$ cat src/rtl/serial_add_ctrl.sv
// rtl/serial_add_ctrl.sv - bit-serial adder sequencer time-sharing one full_adder cell
module full_adder (
    input  logic a,
    input  logic b,
    input  logic cin,
    output logic sum,
    output logic carry
);
    assign sum   = a ^ b ^ cin;
    assign carry = (a & b) | (cin & (a ^ b));
endmodule

module serial_add_ctrl #(
    parameter int WIDTH = 8
) (
    input  logic             clk,
    input  logic             rst_n,
    input  logic             start,
    input  logic [WIDTH-1:0] a,
    input  logic [WIDTH-1:0] b,
    input  logic             cin,
    output logic             busy,
    output logic             done,
    output logic [WIDTH-1:0] sum,
    output logic             cout
);
    localparam int CW = $clog2(WIDTH + 1);
    localparam logic [CW-1:0] LAST = CW'(WIDTH - 1);

    typedef enum logic [1:0] {IDLE, RUN, DONE} state_t;

    state_t           state;
    logic [WIDTH-1:0] a_sr;
    logic [WIDTH-1:0] b_sr;
    logic             carry_r;
    logic [CW-1:0]    cnt;
    logic             fa_sum;
    logic             fa_carry;
    logic [WIDTH-1:0] sum_next;

    full_adder u_fa (
        .a     (a_sr[0]),
        .b     (b_sr[0]),
        .cin   (carry_r),
        .sum   (fa_sum),
        .carry (fa_carry)
    );

    // New sum bit enters at the MSB so that after WIDTH shifts bit i sits at position i.
    always_comb begin
        sum_next = sum >> 1;
        sum_next[WIDTH-1] = fa_sum;
    end

    always_ff @(posedge clk) begin
        if (!rst_n) begin
            state   <= IDLE;
            busy    <= 1'b0;
            done    <= 1'b0;
            sum     <= '0;
            cout    <= 1'b0;
            a_sr    <= '0;
            b_sr    <= '0;
            carry_r <= 1'b0;
            cnt     <= '0;
        end else begin
            case (state)
                IDLE, DONE: begin
                    done <= 1'b0;
                    if (start) begin
                        a_sr    <= a;
                        b_sr    <= b;
                        carry_r <= cin;
                        cnt     <= '0;
                        busy    <= 1'b1;
                        state   <= RUN;
                    end else begin
                        busy  <= 1'b0;
                        state <= IDLE;
                    end
                end
                RUN: begin
                    a_sr    <= a_sr >> 1;
                    b_sr    <= b_sr >> 1;
                    carry_r <= fa_carry;
                    sum     <= sum_next;
                    cnt     <= cnt + CW'(1);
                    if (cnt == LAST) begin
                        busy  <= 1'b0;
                        done  <= 1'b1;
                        cout  <= fa_carry;
                        state <= DONE;
                    end
                end
                default: begin
                    busy  <= 1'b0;
                    done  <= 1'b0;
                    state <= IDLE;
                end
            endcase
        end
    end
endmodule

$ cat config.mk
export PLATFORM = sky130hd
export DESIGN_NAME = serial_add_ctrl
export DESIGN_NICKNAME = d
export VERILOG_FILES = /design/src/rtl/serial_add_ctrl.sv
export SDC_FILE = /design/constraint.sdc
export NUM_CORES = 1
export LEC_CHECK = 0
export BUFFER_PORTS_ARGS = -buffer_cell sky130_fd_sc_hd__buf_2
export CORE_MARGIN = 3
export CORE_UTILIZATION = 26
export CTS_BUF_LIST = sky130_fd_sc_hd__clkbuf_4 sky130_fd_sc_hd__clkbuf_8 sky130_fd_sc_hd__clkbuf_16
export DETAILED_ROUTE_END_ITERATION = 8
export PLACE_DENSITY_LB_ADDON = 0.25
export SLEW_MARGIN = 20
export SYNTH_ARGS = -nofsm -noshare
export SYNTH_HDL_FRONTEND = slang
export SYNTH_SLANG_ARGS = --single-unit
export TNS_END_PERCENT = 100
$ cat constraint.sdc
create_clock -name clk -period 1.25 [get_ports clk]
set_input_delay 0.375 -clock clk [delete_from_list [all_inputs] [get_ports clk]]
set_output_delay 0.375 -clock clk [all_outputs]
set_load 0.02 [all_outputs]
# == Yosys cells after proc, flatten, opt, wreduce, memory -nomap -nowiden ==
# Index checks and enable logic that the tools add are counted.
# totals
register_bits,34
in_bits,20
out_inout_bits,11
elab_cells,40
# op_classes
n_addsub,1
n_eq_ne,5
n_mux,14
n_bitwise,5
reduce_logical,6
# op_table
op,count
$pmux 8 s2,2
$mux 8,2
$pmux 4 s2,1
$reduce_and 2->1,3
$add 4x1->4 const B,1
$eq 4x3->1 const B,1
$mux 1,4
$mux 4,1
$ne 2x2->1 const B,2
$pmux 1 s2,2
$pmux 2 s2,1
$and 1x1->1,2
$eq 2x1->1 const B,1
$eq 2x2->1 const B,1
$logic_not 2->1,1
$mux 2,1
$reduce_bool 2->1,1
$reduce_or 2->1,1
$xor 1x1->1,2
$or 1x1->1,1

# == Logic depth before layout (Yosys ltp) ==
# depth
depth_word,4
mapped_depth,5
mapped_depth_nobuf,4

# == Cells and area by module ==
# Synthesis repeated with hierarchy kept, for this count alone.
# hier_totals
hier_cells,151
hier_area_um2,1345.0
# modules_own_cells
module,n_inst,cells_each,area_each_um2,seq_area_each_um2
serial_add_ctrl,1,150,1325.0,660.6
full_adder,1,1,20.0,0.0

# == Worst setup path after synthesis ==
# No wires, ideal clock.
# synth_path
path_kind,register -> register
from,reg state[0]
to,reg cnt[2]
setup_time_ns,0.079
arrival_time_ns,1.121
required_time_ns,1.171
path_slack_ns,0.049
path_stages_with_launch,5
path_buffers,1
synth_period_minus_slack_ns,1.201
cell_sequence,dfxtp_1 > nor2b_1 > buf_6 > mux2_4 > a211oi_2
# synth_between
elab_chain_len,4
word_cells_on_any_way,8
cone_classes,3 x eq/ne; 1 x mux; 4 x reduce/logical
# synth_rtl
item,line,text
"start, declared",32,state_t state;
"start signal, assigned",57,state <= IDLE;
"start signal, assigned",76,state <= RUN;
"start signal, assigned",79,state <= IDLE;
$eq 2x2->1 or $logic_not 2->1 (tied branches),67,case (state)
$reduce_or 2->1,67,
$ne 2x2->1 (no source line) or $reduce_bool 2->1 (tied branches),--,
$reduce_and 2->1 (no source line),--,
"end signal, assigned",87,cnt <= cnt + CW'(1);
"end, declared",36,logic [CW-1:0] cnt;
# Several ways; a longest one is shown, not always the timed one.
# A chain may end at the register's enable or synchronous reset.

==> results.json <==
{
  "outcome": "completed",
  "synthesis.nets": 173,
  "globalplace.congestion": 0.6938,
  "rrSetupSlack_ns": 0.08,
  "powerDensity_nw_per_um2": 1289,
  "drcViolationCount": 0,
  "cts-root-buf": "clkbuf_8",
  "crit_type": "register to primary output",
  "clk_path_buf_depth": 2,
  "grt_util_all_layers_pct": 11.29,
  "cp-end-kind": "primary output",
  "die_x_um": 77.96,
  "dr.pass1.iters": 4,
  "cp_top_family": "flip-flops",
  "ys_seq_area_share_pct": 49.07,
  "cts_setup_buffers": 0,
  "drtIter0Drc": 113,
  "postRouteAntennaNets": 0,
  "numCtsBuffers": 5,
  "fin_cells": 255,
  "grt_max_degree": 24,
  "setup_viol": 0,
  "dpl.cell_count": 247,
  "vdd_drop_max_mv": 0.6362,
  "wl_per_cell_um": 12.53,
  "post-route-period-util_pct": 95.32,
  "cpPeakStageDelay_ns": 0.36,
  "cp_max_fo": 5,
  "cts_tree": "yes",
  "fp.dieH_um": 77.96,
  "num_antenna_cells": 0,
  "reg2reg_to": "cout$_SDFFE_PN0P_",
  "wl_um": 3194,
  "fin_crit_ns": 1.192,
  "p_leak_uw": 0.0006830,
  "grt_pass1_wl_um": 5402,
  "cts.reportedPaths.clkPinSlew_ns": 0.07,
  "antenna_found_initial": 0,
  "hold_path_depth": 3,
  "first_global_vias": 1128,
  "intPower_uw": 1640,
  "slowest_stage": "dfxtp_2",
  "cp_cell_sequence": "buf_2",
  "row_count": 25,
  "via_per_inst": 4.718,
  "clock_sinks": 33,
  "ys_ff_latch": 33,
  "ys_warn_count": 0,
  "start_kind": "register",
  "clock_latency_ns": 0.28,
  "syn_avg_cell_area_um2": 8.916,
  "fp.dieArea_um2": 6078,
  "seqPwrFrac_pct": 51.0,
  "relSlewSlack_pct": 86.51,
  "nets": 209,
  "core_area_um2": 4848,
  "clock_power_share_pct": 35.6,
  "cp.buffers_inverters": 1,
  "maxCapViolations": 0,
  "port_buffers": 30,
  "pin_count": 31,
  "hp-class": "input pin to register",
  "syn-cell-area_um2": 1346,
  "required_ns": 0.88,
  "rsz0062_at_grt": "yes",
  "r2r_start": "cnt[1]$_SDFFE_PN0P_",
  "drive_gt1_share_pct": 30.32,
  "hp-start": "b[7]",
  "h-tree-depth": 2,
  "cp.arrival_ns": 0.82,
  "synth_cell_types": 24,
  "hold_violations": 0,
  "netlist_instances": 151,
  "power_switching_share_pct": 25.81,
  "vias": 1203,
  "whs_endpoint": "b_sr[7]$_SDFFE_PN0P_",
  "grt_overflow": 0,
  "power_frac_comb_pct": 13.4,
  "hpwlAfterDp_um": 2221,
  "finClkSkew_ns": 0.005686,
  "worst_pin_slew_ns": 0.2019,
  "slew_violations": 0,
  "switchingPower_uw": 570.5,
  "r2r.worst_path.cells": 4,
  "max_freq_mhz": 839.3,
  "power_uw": 2210,
  "area_delta_synth_final_pct": 27.32,
  "initial_core_util_pct": 27.77
}
worst register-to-register path, cell delays in order (launching register included):
cell and delay [ns]:
dfxtp_1 0.35, ha_2 0.21, nand3b_1 0.14, buf_4 0.18, o31ai_2 0.21
per-layer routing:
metal,vias up,global-route usage [%],wire (um)
met1,565,14.49,1448
met2,28,17.29,1534
met4,0,6.294,80
met3,8,2.668,131
li1,602,-,-
met5,-,0,0
worst max-delay path by stage:
stage                                     start                   to  slack, ns  cells past startpoint
after detailed placement  state[0]$_SDFFE_PN0P_  cnt[2]$_SDFFE_PN0P_       0.05                      3
after global placement    state[0]$_SDFFE_PN0P_  cnt[2]$_SDFFE_PN0P_       0.06                      3
after global routing        cnt[1]$_SDFFE_PN0P_    cout$_SDFFE_PN0P_      -0.04                      4
final                     state[0]$_SDFFE_PN0P_                 busy       0.06                      1
after CTS                 state[0]$_SDFFE_PN0P_                 busy      0.004                      1
after floorplan           state[0]$_SDFFE_PN0P_  cnt[2]$_SDFFE_PN0P_       0.05                      4
cells in the mapped netlist, drive strengths merged:
cell type | number | area share [%]
fa | 1 | 1.5
clkbuf | 1 | 0.28
ha | 1 | 0.93
and2b | 1 | 0.56
nand3 | 20 | 7.4
nor2 | 2 | 0.56
mux2i | 1 | 0.74
dfxtp | 33 | 49
o211ai | 1 | 0.56
nand2b | 4 | 1.9
nand2 | 21 | 5.9
inv | 2 | 0.56
nand3b | 1 | 0.56
a211oi | 1 | 0.93
a21oi | 30 | 11
nor2b | 1 | 0.46
o31ai | 1 | 0.93
mux2 | 1 | 1.1
a22oi | 15 | 8.4
buf | 12 | 6.1
nand4 | 1 | 0.46
flip-flops by register name, summed over array words and instances (netlist names):
register and count:
carry_r 1, sum 8, a_sr 8, b_sr 8, done 1, state 2, cout 1, cnt 4
cell type report:
| class | count | area (um2) |
|---|---|---|
| fillers | 512 | 3134 |
| inverters | 2 | 7.507 |
| flip-flops and latches | 33 | 661.9 |
| clock buffers | 6 | 76.32 |
| multi-input cells | 103 | 596.8 |
| repair buffers | 42 | 277.8 |
| well taps | 67 | 83.83 |
| clock inverters | 2 | 10.01 |
per-stage QoR:
step	util [%]	cell area [um2]	hold slack [ns]	setup TNS, ns	setup slack, ns
6_report	35.35	1714	0.3283	0	0.05850
5_1_grt	35.35	1714	0.3334	-0.03548	-0.03548
4_1_cts	35.23	1708	0.3263	0	0.004395
3_5_place_dp	33.45	1622	0.4469	0	0.04575
3_3_place_gp	33.45	1622	0.4415	0	0.05678
2_1_floorplan	-	1346	0.4483	0	0.04915
power by group through the flow:
stage               Sequential (uW)  Clock, uW  Combinational [uW]
global route                   1130        857                 329
finish                         1130        787                 295
detailed placement             1150          0                 298
CTS                            1130        812                 299
global placement               1150          0                 297
floorplan                      1150          0                 179
repair_timing:
item | in CTS | in global routing
hold buffers | 0 | 0
gates resized for setup | 0 | 3
setup endpoints to repair | 0 | 4
endpoints found under the hold margin | 0 | 0
placed cells by master (no fill, tap or decap), drive strengths merged:
cell type / instances
o31ai: 1
and2b: 1
ha: 1
mux2i: 1
a22oi: 15
nand2b: 4
nand3: 20
a21oi: 30
clkinv: 2
fa: 1
nand4: 1
o211ai: 1
dfxtp: 33
inv: 2
mux2: 1
nand3b: 1
buf: 42
nor2b: 1
clkbuf: 6
nor2: 2
a211oi: 1
nand2: 21
logic make-up after synthesis:
kind of cell | after synthesis | synth area share, %
AND/OR/NAND/NOR | 51 | 17.75
flip-flops | 33 | 49.07
adder cells (fa/ha/maj) | 2 | 2.416
buffers and inverters | 15 | 6.970
AO/OA/AOI/OAI | 48 | 21.93
multiplexers | 2 | 1.858
Power figures use the tool's default switching activity.
